[src/rtl/overlay_box_ctrl.sv]
// overlay_box_ctrl: owns the centre of the overlay marker box.
//   Tracker centres (valid/ready) and manual nudges are arbitrated into a
//   clamped pending centre. At frame start the pending centre is copied to a
//   shadow copy (COMMIT). The box edges are then driven from the shadow copy
//   (PUBLISH), so a frame never shows a box that is only partly moved.
// Ports:
//   PClk, Rst          pixel clock, synchronous active-high reset
//   VtcHCnt, VtcVCnt   timing-controller counters, used to detect frame start
//   mode_auto          1 = tracker drives the box, 0 = manual nudges only
//   trk_valid/ready    tracker centre handshake; trk_h/trk_v carry the centre
//   man_nudge          one-cycle pulses {up,down,left,right}
//   man_ack            one-cycle pulse on the cycle after a nudge is taken
//   box_*_lo/hi        committed box edges; box_upd pulses when they change
//   trk_lost           no tracker update for LOST_FRAMES frames
module overlay_box_ctrl #(
  parameter int unsigned H_ACTIVE    = 320,
  parameter int unsigned V_ACTIVE    = 240,
  parameter int unsigned HALF        = 16,
  parameter int unsigned STEP        = 4,
  parameter int unsigned LOST_FRAMES = 8,
  parameter int unsigned DEF_H       = 160,
  parameter int unsigned DEF_V       = 120
) (
  input  logic        PClk,
  input  logic        Rst,
  input  logic [11:0] VtcHCnt,
  input  logic [10:0] VtcVCnt,
  input  logic        mode_auto,
  input  logic        trk_valid,
  input  logic [11:0] trk_h,
  input  logic [10:0] trk_v,
  output logic        trk_ready,
  input  logic [3:0]  man_nudge,
  output logic        man_ack,
  output logic [11:0] box_h_lo,
  output logic [11:0] box_h_hi,
  output logic [10:0] box_v_lo,
  output logic [10:0] box_v_hi,
  output logic        box_upd,
  output logic        trk_lost
);

  localparam int unsigned HW  = 12;
  localparam int unsigned VW  = 11;
  localparam int unsigned HSW = HW + 1;
  localparam int unsigned VSW = VW + 1;
  localparam int unsigned LCW = $clog2(LOST_FRAMES + 1);

  localparam logic [1:0] ST_ACTIVE  = 2'd0;
  localparam logic [1:0] ST_COMMIT  = 2'd1;
  localparam logic [1:0] ST_PUBLISH = 2'd2;

  localparam logic signed [HSW-1:0] H_MIN  = HSW'(HALF);
  localparam logic signed [HSW-1:0] H_MAX  = HSW'(H_ACTIVE - 1 - HALF);
  localparam logic signed [VSW-1:0] V_MIN  = VSW'(HALF);
  localparam logic signed [VSW-1:0] V_MAX  = VSW'(V_ACTIVE - 1 - HALF);
  localparam logic signed [HSW-1:0] H_HALF = HSW'(HALF);
  localparam logic signed [VSW-1:0] V_HALF = VSW'(HALF);
  localparam logic signed [HSW-1:0] H_STEP = HSW'(STEP);
  localparam logic signed [VSW-1:0] V_STEP = VSW'(STEP);
  localparam logic [LCW-1:0]        LOST_MAX = LCW'(LOST_FRAMES);

  // Saturate a signed coordinate into the range that keeps the box on screen.
  function automatic logic signed [HSW-1:0] clamp_h(input logic signed [HSW-1:0] x);
    if (x < H_MIN)      clamp_h = H_MIN;
    else if (x > H_MAX) clamp_h = H_MAX;
    else                clamp_h = x;
  endfunction

  function automatic logic signed [VSW-1:0] clamp_v(input logic signed [VSW-1:0] x);
    if (x < V_MIN)      clamp_v = V_MIN;
    else if (x > V_MAX) clamp_v = V_MAX;
    else                clamp_v = x;
  endfunction

  logic [1:0]            state_q, state_d;
  logic signed [HSW-1:0] pend_h_q, pend_h_d, sh_h_q, sh_h_d;
  logic signed [VSW-1:0] pend_v_q, pend_v_d, sh_v_q, sh_v_d;
  logic [HW-1:0]         box_h_lo_q, box_h_lo_d, box_h_hi_q, box_h_hi_d;
  logic [VW-1:0]         box_v_lo_q, box_v_lo_d, box_v_hi_q, box_v_hi_d;
  logic                  box_upd_q, box_upd_d;
  logic                  trk_ready_q, trk_ready_d;
  logic                  man_ack_q, man_ack_d;
  logic                  trk_lost_q, trk_lost_d;
  logic [LCW-1:0]        lost_cnt_q, lost_cnt_d;

  logic                  frame_start;
  logic                  trk_acc;
  logic                  auto_trk;
  logic                  nudge_take;
  logic signed [HSW-1:0] base_h, dh;
  logic signed [VSW-1:0] base_v, dv;

  // Next-state, arbitration, clamping and lost-tracker bookkeeping.
  always_comb begin
    state_d    = state_q;
    pend_h_d   = pend_h_q;
    pend_v_d   = pend_v_q;
    sh_h_d     = sh_h_q;
    sh_v_d     = sh_v_q;
    box_h_lo_d = box_h_lo_q;
    box_h_hi_d = box_h_hi_q;
    box_v_lo_d = box_v_lo_q;
    box_v_hi_d = box_v_hi_q;
    box_upd_d  = 1'b0;
    man_ack_d  = 1'b0;
    lost_cnt_d = lost_cnt_q;
    base_h     = pend_h_q;
    base_v     = pend_v_q;
    dh         = '0;
    dv         = '0;

    frame_start = (VtcHCnt == '0) && (VtcVCnt == VW'(V_ACTIVE));
    // trk_ready_q is high exactly while the FSM is in ACTIVE.
    trk_acc     = trk_valid && trk_ready_q;
    auto_trk    = mode_auto && !trk_lost_q;
    nudge_take  = trk_ready_q && (man_nudge != 4'b0000) && !auto_trk;

    case (state_q)
      ST_ACTIVE: begin
        if (frame_start) state_d = ST_COMMIT;
      end
      ST_COMMIT: begin
        sh_h_d  = pend_h_q;
        sh_v_d  = pend_v_q;
        state_d = ST_PUBLISH;
      end
      ST_PUBLISH: begin
        box_h_lo_d = HW'(sh_h_q - H_HALF);
        box_h_hi_d = HW'(sh_h_q + H_HALF);
        box_v_lo_d = VW'(sh_v_q - V_HALF);
        box_v_hi_d = VW'(sh_v_q + V_HALF);
        box_upd_d  = 1'b1;
        state_d    = ST_ACTIVE;
      end
      default: state_d = ST_ACTIVE;
    endcase

    // Tracker value is clamped first so a nudge on top starts from a legal centre.
    if (trk_acc && mode_auto) begin
      base_h = clamp_h($signed({1'b0, trk_h}));
      base_v = clamp_v($signed({1'b0, trk_v}));
    end

    // {up,down,left,right}; opposing bits cancel.
    if (nudge_take) begin
      if (man_nudge[0]) dh = dh + H_STEP;
      if (man_nudge[1]) dh = dh - H_STEP;
      if (man_nudge[2]) dv = dv + V_STEP;
      if (man_nudge[3]) dv = dv - V_STEP;
    end

    pend_h_d  = clamp_h(base_h + dh);
    pend_v_d  = clamp_v(base_v + dv);
    man_ack_d = nudge_take;

    if (trk_acc && mode_auto) lost_cnt_d = '0;
    else if (frame_start && (lost_cnt_q != LOST_MAX)) lost_cnt_d = lost_cnt_q + LCW'(1);

    trk_ready_d = (state_d == ST_ACTIVE);
    trk_lost_d  = (lost_cnt_d == LOST_MAX);
  end

  // State and output registers.
  always_ff @(posedge PClk) begin
    if (Rst) begin
      state_q     <= ST_ACTIVE;
      pend_h_q    <= HSW'(DEF_H);
      pend_v_q    <= VSW'(DEF_V);
      sh_h_q      <= HSW'(DEF_H);
      sh_v_q      <= VSW'(DEF_V);
      box_h_lo_q  <= HW'(DEF_H - HALF);
      box_h_hi_q  <= HW'(DEF_H + HALF);
      box_v_lo_q  <= VW'(DEF_V - HALF);
      box_v_hi_q  <= VW'(DEF_V + HALF);
      box_upd_q   <= 1'b0;
      trk_ready_q <= 1'b1;
      man_ack_q   <= 1'b0;
      trk_lost_q  <= 1'b0;
      lost_cnt_q  <= '0;
    end else begin
      state_q     <= state_d;
      pend_h_q    <= pend_h_d;
      pend_v_q    <= pend_v_d;
      sh_h_q      <= sh_h_d;
      sh_v_q      <= sh_v_d;
      box_h_lo_q  <= box_h_lo_d;
      box_h_hi_q  <= box_h_hi_d;
      box_v_lo_q  <= box_v_lo_d;
      box_v_hi_q  <= box_v_hi_d;
      box_upd_q   <= box_upd_d;
      trk_ready_q <= trk_ready_d;
      man_ack_q   <= man_ack_d;
      trk_lost_q  <= trk_lost_d;
      lost_cnt_q  <= lost_cnt_d;
    end
  end

  assign trk_ready = trk_ready_q;
  assign man_ack   = man_ack_q;
  assign box_h_lo  = box_h_lo_q;
  assign box_h_hi  = box_h_hi_q;
  assign box_v_lo  = box_v_lo_q;
  assign box_v_hi  = box_v_hi_q;
  assign box_upd   = box_upd_q;
  assign trk_lost  = trk_lost_q;

endmodule

[config.mk]
export PLATFORM = sky130hd
export DESIGN_NAME = overlay_box_ctrl
export DESIGN_NICKNAME = d
export VERILOG_FILES = /design/src/rtl/overlay_box_ctrl.sv
export SDC_FILE = /design/constraint.sdc
export NUM_CORES = 1
export LEC_CHECK = 0
export ABC_AREA = 1
export BUFFER_PORTS_ARGS = -buffer_cell sky130_fd_sc_hd__clkbuf_2
export CORE_UTILIZATION = 40
export CTS_CLUSTER_DIAMETER = 120
export DETAILED_ROUTE_END_ITERATION = 8
export SLEW_MARGIN = 20
export SYNTH_ARGS = -nofsm -noshare
export SYNTH_HDL_FRONTEND = slang
export SYNTH_SLANG_ARGS = --single-unit
[constraint.sdc]
create_clock -name PClk -period 4.2 [get_ports PClk]
set_input_delay 0.42 -clock PClk [delete_from_list [all_inputs] [get_ports PClk]]
set_output_delay 0.42 -clock PClk [all_outputs]
set_load 0.01 [all_outputs]
## After elaboration in Yosys (flattened, before gate mapping)

Index checks and enable logic that the tools add are counted.

| operators by class | value |
|---|---|
| add/sub/neg operators | 9 |
| order comparisons | 8 |
| equal/unequal tests | 5 |
| mux-type cells | 23 |
| reductions and logical operators | 17 |

Operator list:

| cell | count |
|---|---|
| $mux W12 | 6 |
| $mux W13 | 4 |
| $gt A12 B9 Y1 const B | 2 |
| $mux W11 | 2 |
| $mux W8 | 2 |
| $add A13 B13 Y13 | 1 |
| $gt A13 B10 Y1 const B | 1 |
| $lt A13 B6 Y1 const B | 1 |
| $sub A13 B4 Y13 const B | 1 |
| $add A12 B12 Y12 | 1 |
| $add A12 B6 Y12 const B | 1 |
| $logic_not A12 Y1 | 1 |
| $lt A12 B5 Y1 const B | 1 |
| $lt A12 B6 Y1 const B | 1 |
| $sub A12 B4 Y12 const B | 1 |
| $sub A12 B6 Y12 const B | 1 |
| $add A11 B6 Y11 const B | 1 |
| $eq A11 B8 Y1 const B | 1 |
| $gt A11 B8 Y1 const B | 1 |
| $lt A11 B5 Y1 const B | 1 |
| $sub A11 B6 Y11 const B | 1 |
| $mux W9 | 1 |
| $mux W4 | 2 |
| $logic_and A1 B1 Y1 | 7 |
| 15 further kinds | 20 |

| word-level totals | value |
|---|---|
| bits in registers | 104 |
| input port bits | 54 |
| output and inout bits | 50 |
| logic and storage cells | 80 |

## Logic depth before layout (Yosys ltp)

| depth | value |
|---|---|
| word-level depth | 12 |
| depth in mapped cells | 23 |
| mapped depth without buffers | 23 |

## Worst setup path after synthesis

OpenSTA, ideal clock, no wires.

| timing path | value |
|---|---|
| kind | input port to flip-flop |
| from | input port trk_v[8] |
| to | register pend_v_q[0] |
| library setup time | 117 ps |
| arrival time | 2,608 ps |
| data required time | 4,083 ps |
| path slack | 1,475 ps |
| stages on the path | 18 |
| path buffers | 0 |
| cell sequence | nor3_1 > nand2_1 > nor2_1 > nand2_1 > nand2_1 > o21ai_0 > ha_1 > fa_1 > nand3_1 > nand3_1 > nand2_1 > nand2_1 > nor2_2 > nand3_1 > nor2_2 > inv_2 > nor2_1 > nor2_1 |

| on the way | value |
|---|---|
| longest elaborated chain between the ends | 7 |
| elaborated cells between the ends (all ways) | 10 |
| classes of those cells | 1 x add/sub; 4 x order compare; 4 x mux; 1 x reduce/logical |

Ends and longest elaborated chain:

| element | line | source |
|---|---|---|
| start: declaration | 31 | `input logic [10:0] trk_v,` |
| $gt A11 B8 Y1 | 72 | `else if (x > V_MAX) clamp_v = V_MAX;` |
| $mux W11 | 72 |  |
| $mux W11 * | 71 | `if (x < V_MIN) clamp_v = V_MIN;` |
| $mux W12 * | 140 | `if (trk_acc && mode_auto) begin` |
| $add A12 B12 Y12 * | 154 | `pend_v_d = clamp_v(base_v + dv);` |
| $gt A12 B9 Y1 / $lt A12 B6 Y1 (equally long branches) | 72, 71 |  |
| $mux W8 / $reduce_or A2 Y1 (equally long branches) | - |  |
| end signal: assignment | 169 | `pend_v_q <= VSW'(DEF_V);` |
| end signal: assignment | 184 | `pend_v_q <= pend_v_d;` |
| end: declaration | 78 | `logic signed [VSW-1:0] pend_v_q, pend_v_d, sh_v_q, sh_v_d;` |

Mark *: on every way between the ends. The rest lies on a longest branch, timed or not.
A chain may end at the register's enable or synchronous reset.

## Worst setup path after layout

| timing path | value |
|---|---|
| from | register trk_ready_q, in the netlist trk_ready |
| to | register pend_h_q[5] |

| on the way | value |
|---|---|
| longest elaborated chain between the ends | 7 |
| elaborated cells between the ends (all ways) | 11 |
| classes of those cells | 1 x add/sub; 2 x order compare; 4 x mux; 4 x reduce/logical |

Ends and longest elaborated chain:

| element | line | source |
|---|---|---|
| start: declaration | 82 | `logic trk_ready_q, trk_ready_d;` |
| start signal: assignment | 192 | `trk_ready_q <= trk_ready_d;` |
| $logic_and A1 B1 Y1, on equally long branches | 115, 117 |  |
| $logic_and A1 B1 Y1, on equally long branches | 140, 117 |  |
| $mux W13, on equally long branches | 140, 146 |  |
| $add A13 B13 Y13 * | 153 | `pend_h_d = clamp_h(base_h + dh);` |
| $gt A13 B10 Y1 | 66 | `else if (x > H_MAX) clamp_h = H_MAX;` |
| $mux W9 | 66 |  |
| $mux W8 * | 65 | `if (x < H_MIN) clamp_h = H_MIN;` |
| end signal: assignment | 168 | `pend_h_q <= HSW'(DEF_H);` |
| end signal: assignment | 183 | `pend_h_q <= pend_h_d;` |
| end: declaration | 77 | `logic signed [HSW-1:0] pend_h_q, pend_h_d, sh_h_q, sh_h_d;` |

Marked as above.

==> impl_results.rst <==
.. list-table::
   :header-rows: 1

   * - Metric
     - Value
   * - Outcome
     - complete, no violations
   * - Flip-flop and latch count after synthesis
     - between 90 and 100
   * - Number of flops mapped to enable cells by yosys
     - 0
   * - Routing usage on met1
     - 0.276
   * - Number of H-tree levels
     - 3
   * - Finish-stage setup viols
     - 0
   * - Fin Clk Skew
     - slightly below 6 ps
   * - Number of unique standard cell types used by synthesis
     - 44
   * - Crit path max-delay family
     - simple AND/OR/NAND/NOR gates
   * - Worst hold margin
     - 409 ps
   * - Bufs and invs on worst path
     - 4
   * - Met3 demand-to-capacity share in global routing
     - 0.0230
   * - Power per cell area
     - between 300 and 400 nW/um2
   * - Count of routing violations after the opening detailed-route iteration
     - 261
   * - Buffers on Ports
     - about 100
   * - Most used cell, CP
     - sky130_fd_sc_hd__nand2_1
   * - Floorplan die width
     - between 100 and 150 um
   * - Post-synthesis cell count
     - 798
   * - Final layout net count
     - 974
   * - Setup TNS
     - 0 ps
   * - Area of all placed cells without fillers
     - around 6400 um2
   * - Placed wire-length estimate
     - a little over 10 mm
   * - Detailed-route DRC error count
     - 0
   * - Final Slew Violations
     - 0
   * - Least-Margin Pin Slew
     - 902 ps
   * - Total die area
     - between 10000 and 15000 um2
   * - Critical Path Max Stage Delay
     - 400 ps
   * - Wire per inst
     - around 12 um
   * - Final Routed Wirelength
     - approximately 13 mm
   * - Gr usage total
     - 0.196
   * - Post-Synthesis Mean Instance Area
     - roughly 7 um2
   * - Worst slew slack as a fraction of its limit
     - 0.397
   * - Total gr overflow
     - 0
   * - Proportion of power drawn by the clock network
     - 0.399
   * - Post-place instance area
     - roughly 6100 um2
   * - Starting density of the core
     - 0.411
   * - Arr. time, crit path
     - between 3000 and 4000 ps
   * - Number of clock buffers inserted by TritonCTS
     - 9
   * - YS warnings
     - 0
   * - Endpoint class of the critical path
     - register
   * - Met2 Resource Use GR
     - 0.303
   * - Clock tree sinks
     - 94
   * - Std-Cell Core Area
     - between 10000 and 15000 um2
   * - DR vias/cell
     - roughly 4.8
   * - Clock Pin Slew Worst Setup and Hold Paths
     - 60 ps
   * - Cells traversed along the worst timing path
     - nand3_2, buf_4, nor2_1, o21ai_0, nand2_1, ha_1, inv_1, fa_1, inv_1, nand3_1, nand2_1, nand2_1, nand2_1, nand2_1, inv_1, nand2_1, nand2_1, nand3_4, nand2_2, nand2_1, nand2_1, nand2_1
   * - Required time of the worst setup path
     - 4430 ps
   * - Post-Synthesis Cell Area
     - about 5500 um2
   * - CP max-delay cell
     - sky130_fd_sc_hd__dfxtp_1
   * - Insertion delay to the later sink of the worst-skew pair
     - 340 ps
   * - Number of placed I/O pins
     - around 100
   * - Switching Share
     - 0.261
   * - NetSw
     - 547 uW
   * - Prevailing post-synth register cell
     - sky130_fd_sc_hd__dfxtp_1
   * - Part of the total power dissipated in sequential elements
     - 0.444
   * - Post CTS Setup Buffer Count
     - 0
   * - Final weighted congestion of routability-driven global placement
     - a little under 0.9
   * - Placed cell count
     - 1054
   * - Wire length of the first global-routing pass
     - between 20 and 25 mm
   * - Vias after detailed routing
     - between 5000 and 6000
   * - CTS tree
     - built
   * - Hold Crit Class
     - input pin to register
   * - Comb power frac
     - 0.157
   * - Max IR drop VDD
     - about 0.20 mV
   * - Initial antenna violation count
     - 0
   * - Highest net fanout along the worst path
     - 25
   * - Gr busiest metal
     - met2
   * - Final period utilization
     - 0.751
   * - Initial DRT Pass Iterations
     - 4
   * - Share of flip-flops with an asynchronous set or reset after synthesis
     - 0
   * - Final hold violation count
     - 0
   * - Die Span Y
     - approximately 120 um
   * - Final worst path period need
     - between 3000 and 4000 ps
   * - Internal power of the cells
     - 1.55 mW
   * - Critical path start-end classification
     - register to register
   * - Leading cell type in the layout, fill and taps excluded
     - sky130_fd_sc_hd__nand2_1
   * - Startpoint kind of the worst setup timing path
     - register
   * - Post-route ant nets
     - 0
   * - Fraction of final layout cells with drive strength greater than 1
     - 0.169
   * - Area overhead of the layout relative to synthesis
     - 17.0%
   * - Count of inserted antenna diode cells
     - 0
   * - Largest net degree at the start of global routing
     - 49
   * - Post-layout util
     - 0.481
   * - Sequential area share after synthesis
     - 0.344
   * - Number of global-route vias before repair
     - ~4700
   * - Number of hold buffers added after CTS
     - 0
   * - Number of cells in the finished layout apart from fillers
     - 1070
   * - Commonest cells after routing, fill and taps aside
     - sky130_fd_sc_hd__nand2_1, sky130_fd_sc_hd__nor2_1, sky130_fd_sc_hd__clkbuf_2, sky130_fd_sc_hd__inv_1, sky130_fd_sc_hd__dfxtp_1
   * - Post-cts resize count
     - 0
   * - Root buf cell
     - sky130_fd_sc_hd__clkbuf_16
   * - LEAKAGE
     - around 3.2 nW
   * - Number of cell rows
     - 42
   * - Total of max-cap violations
     - 0
   * - Setup repair after global routing missed its margin
     - no
   * - Max Buffers Root-to-Sink
     - 2
   * - Fmax achieved
     - around 320 MHz
power by group through the flow:
stage / Clock, mW / Combinational [mW] / Sequential (mW)
6_report: 0.836 / 0.329 / 0.931
5_1_grt: 0.892 / 0.380 / 0.933
4_1_cts: 0.853 / 0.330 / 0.931
3_5_place_dp: 0 / 0.329 / 0.951
3_3_place_gp: 0 / 0.329 / 0.951
2_1_floorplan: 0 / 0.247 / 0.943
metrics by stage:
| stage | setup slack (ps) | total power [mW] |
|---|---|---|
| finish | 1050 | 2.10 |
| global route | 682 | 2.21 |
| CTS | 1060 | 2.11 |
| detailed placement | 915 | 1.28 |
| global placement | 960 | 1.28 |
| floorplan | 1470 | 1.19 |
cell usage after synthesis, types with 2 or more instances:
| library cell | number | share of area |
|---|---|---|
| sky130_fd_sc_hd__xor2_1 | 10 | 0.016 |
| sky130_fd_sc_hd__nand2_1 | 178 | 0.12 |
| sky130_fd_sc_hd__o21bai_1 | 2 | 0.0027 |
| sky130_fd_sc_hd__nor2_2 | 5 | 0.0057 |
| sky130_fd_sc_hd__xnor2_1 | 6 | 0.0096 |
| sky130_fd_sc_hd__a21boi_0 | 2 | 0.0027 |
| sky130_fd_sc_hd__clkinv_1 | 2 | 0.0014 |
| sky130_fd_sc_hd__nand3_4 | 2 | 0.0064 |
| sky130_fd_sc_hd__buf_1 | 3 | 0.0021 |
| sky130_fd_sc_hd__a21oi_1 | 42 | 0.038 |
| sky130_fd_sc_hd__fa_1 | 2 | 0.0073 |
| sky130_fd_sc_hd__buf_2 | 3 | 0.0027 |
| sky130_fd_sc_hd__nand2_2 | 7 | 0.0080 |
| sky130_fd_sc_hd__inv_1 | 96 | 0.066 |
| sky130_fd_sc_hd__ha_1 | 29 | 0.066 |
| sky130_fd_sc_hd__xor2_4 | 2 | 0.010 |
| sky130_fd_sc_hd__nor3_1 | 12 | 0.011 |
| sky130_fd_sc_hd__a31oi_1 | 3 | 0.0034 |
| sky130_fd_sc_hd__buf_4 | 10 | 0.014 |
| sky130_fd_sc_hd__o21ai_0 | 64 | 0.059 |
| sky130_fd_sc_hd__o211ai_1 | 8 | 0.011 |
| sky130_fd_sc_hd__dfxtp_1 | 94 | 0.34 |
| sky130_fd_sc_hd__nand3b_1 | 5 | 0.0069 |
| sky130_fd_sc_hd__nor4_1 | 4 | 0.0046 |
| sky130_fd_sc_hd__inv_2 | 3 | 0.0021 |
| sky130_fd_sc_hd__clkbuf_1 | 16 | 0.011 |
| sky130_fd_sc_hd__nand3_1 | 44 | 0.040 |
| sky130_fd_sc_hd__nand3_2 | 4 | 0.0073 |
| sky130_fd_sc_hd__nand4_1 | 11 | 0.013 |
| sky130_fd_sc_hd__nor2_1 | 113 | 0.078 |
| sky130_fd_sc_hd__a21oi_2 | 3 | 0.0048 |
worst register-to-register path: cells and delay by family, from the launching register on:
| kind | cells | cell delay (ps) |
|---|---|---|
| AND/OR/NAND/NOR | 15 | 1420 |
| adder cells (fa/ha/maj) | 2 | 620 |
| buffers and inverters | 4 | 440 |
| flip-flops | 1 | 400 |
| AO/OA/AOI/OAI | 1 | 140 |
path summary, 6_finish.rpt:
path	startpoint	end	slack, ps	cells past startpoint
setup / recovery	trk_ready	pend_h_q[5]	1050	22
hold reg to reg	state_q[1]	state_q[0]	440	1
setup reg to reg	trk_ready	pend_h_q[5]	1050	22
hold / removal	VtcVCnt[2]	state_q[0]	410	4
logic make-up (layout without fill, tap and decap cells):
kind of cell             Yosys count  count (layout)  share of synthesized area
AO/OA/AOI/OAI                    130             130                      0.131
XOR/XNOR                          19              19                     0.0408
adder cells (fa/ha/maj)           31              31                     0.0737
buffers and inverters            134             223                      0.101
flip-flops                        94              94                      0.344
other                              1               8                   0.000686
AND/OR/NAND/NOR                  389             389                      0.309
area by class of cell:
| class | count | area (um2) |
|---|---|---|
| tap | 176 | 220 |
| clock buffer | 14 | 274 |
| inverter | 101 | 379 |
| timing repair buffer | 106 | 538 |
| sequential | 94 | 1880 |
| fill | 1394 | 6900 |
| multi-input combinational | 577 | 3060 |
| clock inverter | 2 | 38.8 |
sequential cells by signal (all words and copies together) (netlist names), 4 cells and up:
signal / flops
pend_v_q: 12
box_h_hi: 7
sh_h_q: 12
sh_v_q: 11
pend_h_q: 13
box_h_lo: 12
lost_cnt_q: 4
box_v_lo: 11
box_v_hi: 6
per-layer routing:
metal  vias up  share of wire  wire [um]
met5         -              0          0
met4         0          0.020        264
met3        17          0.036        469
met2        99           0.43       5640
met1      2245           0.51       6760
li1       2743              -          -
(Power assumes the default switching activity.)
